File: src/rtl/calc_input_ctrl.sv
// calc_input_ctrl
//   Operand entry front end for a four-function calculator. It turns debounced
//   key codes into two decimal operands and an opcode, and hands them to the
//   ALU stage through a valid/ready request.
//
//   State table
//   state    | meaning
//   ---------+-------------------------------------------------------------
//   ENTER_A  | accumulating the first operand; an operator moves to ENTER_B
//   ENTER_B  | accumulating the second operand; '=' issues the request
//   REQ      | request held for the ALU stage until req_ready
//   DONE     | result shown; a digit starts a new calculation
//
//   Ports
//   clk         clock, all state updates on its rising edge
//   clear       synchronous active-high reset
//   key_code    0-9 digit, 10 '+', 11 '-', 12 '*', 13 '/', 14 '=', 15 unused, 16 none
//   op_a, op_b  operands to the ALU stage
//   opcode      00 '+', 01 '-', 10 '*', 11 '/'
//   req_valid   operands and opcode valid (high only in REQ)
//   req_ready   ALU stage accepts the request
//   disp_value  operand currently being entered
//   busy        high in REQ
module calc_input_ctrl #(
    parameter int MAX_DIGITS = 4,
    parameter int W          = 14
) (
    input  logic         clk,
    input  logic         clear,
    input  logic [4:0]   key_code,
    output logic [W-1:0] op_a,
    output logic [W-1:0] op_b,
    output logic [1:0]   opcode,
    output logic         req_valid,
    input  logic         req_ready,
    output logic [W-1:0] disp_value,
    output logic         busy
);

    localparam int CW = $clog2(MAX_DIGITS + 1);

    localparam logic [1:0] ST_ENTER_A = 2'd0;
    localparam logic [1:0] ST_ENTER_B = 2'd1;
    localparam logic [1:0] ST_REQ     = 2'd2;
    localparam logic [1:0] ST_DONE    = 2'd3;

    localparam logic [4:0]    KEY_NONE = 5'd16;
    localparam logic [4:0]    KEY_EQ   = 5'd14;
    localparam logic [CW-1:0] CNT_MAX  = CW'(MAX_DIGITS);
    localparam logic [CW-1:0] CNT_ONE  = CW'(1);

    logic [1:0]    state;
    logic [4:0]    key_prev;
    logic [CW-1:0] cnt_a;
    logic [CW-1:0] cnt_b;
    logic          b_seen;

    logic          key_evt;
    logic          is_digit;
    logic          is_oper;
    logic          is_eq;
    logic [3:0]    digit;
    logic [W-1:0]  digit_w;
    logic [1:0]    key_opcode;
    logic [W-1:0]  acc_a;
    logic [W-1:0]  acc_b;
    logic          take_a;
    logic          take_b;

    // Rising edge of "some key pressed"; code 15 (and anything above 14 that is
    // not the idle code) never produces an event.
    assign key_evt  = (key_code != KEY_NONE) && (key_prev == KEY_NONE) && (key_code <= KEY_EQ);
    assign is_digit = key_evt && (key_code < 5'd10);
    assign is_oper  = key_evt && (key_code >= 5'd10) && (key_code <= 5'd13);
    assign is_eq    = key_evt && (key_code == KEY_EQ);

    assign digit   = key_code[3:0];
    assign digit_w = W'(digit);

    // Operator keys 10..13 map to 00..11; subtracting 2 from the low two bits
    // is the same as subtracting 10 modulo 4.
    assign key_opcode = key_code[1:0] - 2'd2;

    assign acc_a = op_a * W'(10) + digit_w;
    assign acc_b = op_b * W'(10) + digit_w;

    // A digit is absorbed only below the digit limit; a zero into a zero
    // operand leaves both operand and counter untouched.
    assign take_a = (cnt_a != CNT_MAX) && !((digit == 4'd0) && (op_a == '0));
    assign take_b = (cnt_b != CNT_MAX) && !((digit == 4'd0) && (op_b == '0));

    always_ff @(posedge clk) begin
        if (clear) begin
            state    <= ST_ENTER_A;
            key_prev <= KEY_NONE;
            op_a     <= '0;
            op_b     <= '0;
            opcode   <= 2'b00;
            cnt_a    <= '0;
            cnt_b    <= '0;
            b_seen   <= 1'b0;
        end else begin
            key_prev <= key_code;
            case (state)
                ST_ENTER_A: begin
                    if (is_digit) begin
                        if (take_a) begin
                            op_a  <= acc_a;
                            cnt_a <= cnt_a + CNT_ONE;
                        end
                    end else if (is_oper) begin
                        opcode <= key_opcode;
                        op_b   <= '0;
                        cnt_b  <= '0;
                        b_seen <= 1'b0;
                        state  <= ST_ENTER_B;
                    end
                end
                ST_ENTER_B: begin
                    if (is_digit) begin
                        // b_seen tracks digit events, including leading zeros,
                        // so "0 =" is a legal second operand.
                        b_seen <= 1'b1;
                        if (take_b) begin
                            op_b  <= acc_b;
                            cnt_b <= cnt_b + CNT_ONE;
                        end
                    end else if (is_oper) begin
                        if (!b_seen) begin
                            opcode <= key_opcode;
                        end
                    end else if (is_eq && b_seen) begin
                        state <= ST_REQ;
                    end
                end
                ST_REQ: begin
                    if (req_ready) begin
                        state <= ST_DONE;
                    end
                end
                ST_DONE: begin
                    if (is_digit) begin
                        op_a   <= digit_w;
                        cnt_a  <= (digit != 4'd0) ? CNT_ONE : '0;
                        op_b   <= '0;
                        cnt_b  <= '0;
                        b_seen <= 1'b0;
                        state  <= ST_ENTER_A;
                    end
                end
                default: begin
                    state <= ST_ENTER_A;
                end
            endcase
        end
    end

    // Pure decode of registered state: no path from req_ready to req_valid.
    assign req_valid  = (state == ST_REQ);
    assign busy       = (state == ST_REQ);
    assign disp_value = (state == ST_ENTER_A) ? op_a : op_b;

endmodule

File: config.mk
export PLATFORM = sky130hd
export DESIGN_NAME = calc_input_ctrl
export DESIGN_NICKNAME = d
export VERILOG_FILES = /design/src/rtl/calc_input_ctrl.sv
export SDC_FILE = /design/constraint.sdc
export NUM_CORES = 1
export LEC_CHECK = 0
export BUFFER_PORTS_ARGS = -buffer_cell sky130_fd_sc_hd__buf_2
export CAP_MARGIN = 0
export CORE_MARGIN = 10
export CORE_UTILIZATION = 50
export CTS_CLUSTER_DIAMETER = 200
export DETAILED_ROUTE_END_ITERATION = 8
export HOLD_SLACK_MARGIN = 0.12
export PLACE_DENSITY = 0.71
export SLEW_MARGIN = 10
export SYNTH_ARGS = -nofsm -noshare
export SYNTH_HDL_FRONTEND = slang
export SYNTH_SLANG_ARGS = --single-unit
File: constraint.sdc
create_clock -name clk -period 3.3 [get_ports clk]
set_input_delay 0.66 -clock clk [delete_from_list [all_inputs] [get_ports clk]]
set_output_delay 0.66 -clock clk [all_outputs]
set_load 0.005 [all_outputs]
; ---- Word level (Yosys, flattened, before mapping)
; Cells that the tools add are included.
[classes]
muxes = 41
magnitude_cmp = 4
n_bitwise = 0
multipliers = 2
n_addsub = 5
shift = 0
eq_ne = 21
div_mod_pow = 0
reduce_logical = 26
[op_table]
columns = cell, count
row1 = 14-bit two-way mux, 9
row2 = 14-bit one-hot mux with 3 select lines, 1
row3 = 14-bit by 4-bit adder with 14-bit output, 2
row4 = 14-bit logical NOT, 2
row5 = "14-bit by 3-bit multiplier with 13-bit output, second input constant", 2
row6 = 14-bit one-hot mux with 2 select lines, 1
row7 = "2-bit != test, second input constant", 13
row8 = 2-bit two-way mux, 12
row9 = 3-bit two-way mux, 8
row10 = 6-bit AND reduction, 2
row11 = 1-bit logical AND, 11
row12 = "5-bit by 4-bit less-or-equal comparator with 1-bit output, second input constant", 2
row13 = 3-bit one-hot mux with 3 select lines, 1
row14 = 2-bit one-hot mux with 4 select lines, 1
row15 = 7-bit AND reduction, 1
row16 = "3-bit by 1-bit adder with 3-bit output, second input constant", 2
row17 = "3-bit != test, second input constant", 2
row18 = 3-bit one-hot mux with 2 select lines, 1
row19 = "5-bit by 4-bit == test with 1-bit output, second input constant", 1
row20 = "5-bit == test, second input constant", 1
row21 = "5-bit by 4-bit greater-or-equal comparator with 1-bit output, second input constant", 1
row22 = "5-bit by 4-bit less-than comparator with 1-bit output, second input constant", 1
row23 = 1-bit two-way mux, 5
row24 = "5-bit != test, second input constant", 1
row25 = other kinds (13), 16
[totals]
out_inout_bits = 46
rom_bits = 0
ramBits = 0
inputBits = 8
regBits = 44
mem_count = 0
latch_bits = 0
elab_cells = 107

; ---- Depth between registers and ports, before layout
[logic_depth]
word_depth = 9
depth_mapped = 10
ltp_nobuf = 10

; ---- Worst setup path after synthesis
; No wires, ideal clock.
[synth_path]
kind = register -> register
from = reg op_b[1]
to = reg op_b[13]
path_stages_with_launch = 11
period_less_slack_ns = 2.905
arrival_time_ns = 2.790
required_time_ns = 3.185
setup_slack_ns = 0.395
cell_sequence = dfxtp_1 ha_1 ha_1 fa_1 a211o_1 a2111o_1 o311ai_2 nand4_4 nor4_2 xnor2_1 o21ai_2
[synth_between]
elab_chain_len = 6
[synth_lines]
columns = item, line_no
row1 = from (decl), 32  ; output logic [W-1:0] op_b,
row2 = from (signal assigned), 97  ; op_b <= '0;
row3 = from (signal assigned), 113  ; op_b <= '0;
row4 = from (signal assigned), 125  ; op_b <= acc_b;
row5 = "parallel branches: the longest is 6 deep, another holds 14-bit by 3-bit multiplier with 13-bit output", -
; Several ways; the timed one is not identified. The select of a mux whose other input is x is not followed.
; A chain may end at the register's enable or synchronous reset.

; ---- Final worst setup path
; Same ends and word-level chain as after synthesis.

==> impl_summary.md <==
Worst setup path
In this run the worst setup path begins at op_b[1]. The worst register-to-register path begins at op_b[1]. The kind of launch point of the worst setup path is a register. The critical path data required time is approximately 3.5 ns. STA classifies the critical path endpoint as a register.

The arrival time of the worst setup path is ~3.1 ns. By startpoint and endpoint, the worst setup path is classified as register to register. Of all nets on the critical path, the largest fanout is 4.

Run status
The flow ran to the end, and the final reports show no timing, DRC or antenna violations.

Worst hold path
The min-delay analysis places its worst path in the category register to register. The hold path startpoint is cnt_b[1].

Placed design
The cell count after placement is 593. The instance area at placement is 4220 sq um. The wire-length estimate of the detail-placed layout is between 7000 and 8000 um. OpenSTA, run right after detailed placement, puts the worst setup slack at 0.382 ns. Routability-driven placement finished with a final weighted congestion of 0.863. The count of port buffers added during placement is 53.

Clock network
The number of buffers inserted by post-CTS setup repair is 0. The CTS tree is yes. The H-tree was split into 2 levels. The later pin in the worst-skew pair is clocked with a latency of 0.30 ns.

CTS placed an instance of sky130_fd_sc_hd__clkbuf_8 at the clock tree root. In this run, post-CTS repair resized a total of 0 instances. Counting along the longest clock path gives a buffer depth of 2. The number of clock buffers inserted by TritonCTS is 5. The count of hold buffers inserted by post-cts repair is 0. The clock transition at the registers of the reported paths is ~0.09 ns. The sink count of the clock tree is between 40 and 50.

STA
The count of pins over their slew limit is 0. For this run, the top clock speed supported by timing is between 300 and 400 MHz. The setup-violating endpoint count in the final report is 0.

The routed design could run at a clock period as short as 2.91 ns. The portion of the clock cycle consumed by the worst path in the final layout is 88.2%. The worst-case headroom to the max-slew limit is 55.9%.

The final worst slack is approximately 0.39 ns. The final total negative setup slack is 0 ns. On the final layout, the worst clock skew is 0.00699 ns.

The final count of hold timing violations is 0. Setup repair after global routing left no endpoint under its margin. The measured slew at the worst slew-check pin is about 0.66 ns. The worst-case hold slack is between 0.4 and 0.5 ns.

Power and ir drop
The leakage power summed over all cells is 2.08 nW. The design draws roughly 1.3 mW. The peak supply drop is 210 uV. Power spread over the standard cell area amounts to 304 nW/um^2.

Global route
The number of antenna violations at the first check in global routing came to 0. The largest net degree at the start of global routing is 29. The first-pass GRT wire length is approximately 17000 um.

The via count of the first global-routing pass is 3438. The total global routing overflow is 0. In the global route stage, overall resource usage came out at 17.5%.

Yosys
In the synthesized netlist, the number of instances is 441. For this run, the number of Yosys warnings is 0. The dominant register cell in the synthesized netlist is sky130_fd_sc_hd__dfxtp_1. After synthesis, flip-flops and latches occupy 23.2% of the total area. In this run, synthesis inferred 0 flip-flops with an integrated enable. The register bit total from synthesis is 44. The share of async-settable or async-resettable flops after synthesis is 0%. The post-synthesis area per instance is 8.60 sq um. The post-synthesis net count is between 500 and 600. The post-synthesis instance area is 3790 sq um. The number of different library cells used by synthesis comes to 64.

Final layout
Of the cells placed in the final design, the portion with a size suffix greater than 1 is 21.5%. The layout has 656 filler cells. The final antenna diode count is 0.

For this run, the share of the core covered by cells in the final layout is 58.7%. The most common library cell in the layout ignoring fill and taps is sky130_fd_sc_hd__buf_2. After routing the design area is approximately 4300 sq um.

The top cell types in the final layout, fill and taps aside, are 53 x sky130_fd_sc_hd__buf_2, 52 x sky130_fd_sc_hd__ha_1, 44 x sky130_fd_sc_hd__dfxtp_1. From synthesis to final layout, the design area changed by 13.5%. The net count of the finished layout is 565. After the flow finishes, the layout carries non-filler instances totaling 601.

Drt
The final layout contains routed wiring with a total length of between 9000 and 10000 um. The routed via count is 3468. After the first detailed-routing iteration, the DRC count stood at between 200 and 250. The routed via count divided by cell count is around 5.8. After detailed routing, the average wire length per cell comes to 16.4 um. The final antenna-violating net count is 0. For this run, design rule violations remaining after detail routing come to 0.

The first-pass iteration count of the detailed router is 4.

Floorplan
The floorplan has 31 rows. The die width is ~110 um. The die span in y is between 100 and 150 um.

The die area is 11500 sq um. The initial standard-cell utilization of the core is 51.7%. After floorplanning, the core was sized to cover about 7300 sq um. The boundary pin count is 54.

Flow run
Max-cap violations in this run came to 0.
## cell type report
| cell class | count | area (sq um) | area share, % |
|---|---|---|---|
| clock inverters | 3 | 18.8 | 0.436 |
| inverters | 16 | 60.1 | 1.40 |
| repair buffers | 69 | 385 | 8.96 |
| well taps | 99 | 124 | 2.88 |
| multi-input cells | 365 | 2770 | 64.3 |
| flip-flops and latches | 44 | 881 | 20.5 |
| clock buffers | 5 | 68.8 | 1.60 |
## critical path, stage by stage (launching register included)
cell and delay (ns):
sky130_fd_sc_hd__dfxtp_1 0.32, sky130_fd_sc_hd__ha_1 0.29, sky130_fd_sc_hd__ha_1 0.24, sky130_fd_sc_hd__fa_1 0.43, sky130_fd_sc_hd__a211o_1 0.36, sky130_fd_sc_hd__a2111o_1 0.38
sky130_fd_sc_hd__o311ai_2 0.14, sky130_fd_sc_hd__nand4_4 0.15, sky130_fd_sc_hd__nor4_2 0.27, sky130_fd_sc_hd__xnor2_1 0.16, sky130_fd_sc_hd__o21ai_2 0.06
## worst paths after layout
| check | slack (ns) | to | depth (start not counted) |
|---|---|---|---|
| worst min register to register | 0.50 | cnt_b[1] | 2 |
| worst min-delay path | 0.50 | cnt_b[1] | 2 |
| worst max-delay path | 0.39 | op_b[13] | 10 |
| worst max register to register | 0.39 | op_b[13] | 10 |
## power breakdown
part | internal, mW | total (mW) | switching [mW]
clock network | 0.148 | 0.344 | 0.196
registers | 0.548 | 0.563 | 0.0152
logic | 0.154 | 0.401 | 0.247
## sequential cells by signal (all words and copies together), names as in the netlist
name	cells
op_b	14
state	2
key_prev	5
b_seen	1
cnt_a	3
cnt_b	3
opcode	2
op_a	14
## cells in the mapped netlist, drive strengths merged, types with 2 or more instances
master	number	share of area (%)
and3	2	0.33
nand2	25	2.5
nand3b	2	0.40
nand4	5	1.2
buf	8	1.5
o211ai	2	0.40
a22oi	11	2.2
o21ai	18	2.5
a21o	7	1.4
nor3b	4	0.92
clkbuf	8	0.79
o21a	5	0.99
nor2	41	4.1
nor3	12	1.6
fa	4	2.1
or4	3	0.59
a211o	4	0.92
xor2	13	3.0
nor2b	8	1.3
nand3	22	3.2
or2	2	0.33
mux2i	6	1.6
a31oi	2	0.33
ha	52	17
nor4	11	2.9
a32o	2	0.53
xnor2	17	3.9
inv	16	1.6
dfxtp	44	23
o2111ai	3	0.69
a21oi	36	4.8
or3b	2	0.46
a211oi	8	1.6
mux2	14	4.2
nand2b	5	0.82
## layer usage
| layer | routed length [um] | track usage [%] |
|---|---|---|
| met2 | 4180 | 26.7 |
| met1 | 4900 | 24.0 |
| met4 | 122 | 4.16 |
| met3 | 628 | 4.19 |
| met5 | 0 | 0 |
## cells by family (layout without fill, tap and decap cells)
group	after synthesis	count (layout)	share of synthesized area [%]
buffers and inverters	32	93	3.86
XOR/XNOR	30	30	6.93
adder cells (fa/ha/maj)	56	56	19.3
flip-flops	44	44	23.2
AO/OA/AOI/OAI	109	109	19.1
AND/OR/NAND/NOR	150	150	21.8
multiplexers	20	20	5.74
(Power assumes the default switching activity.)
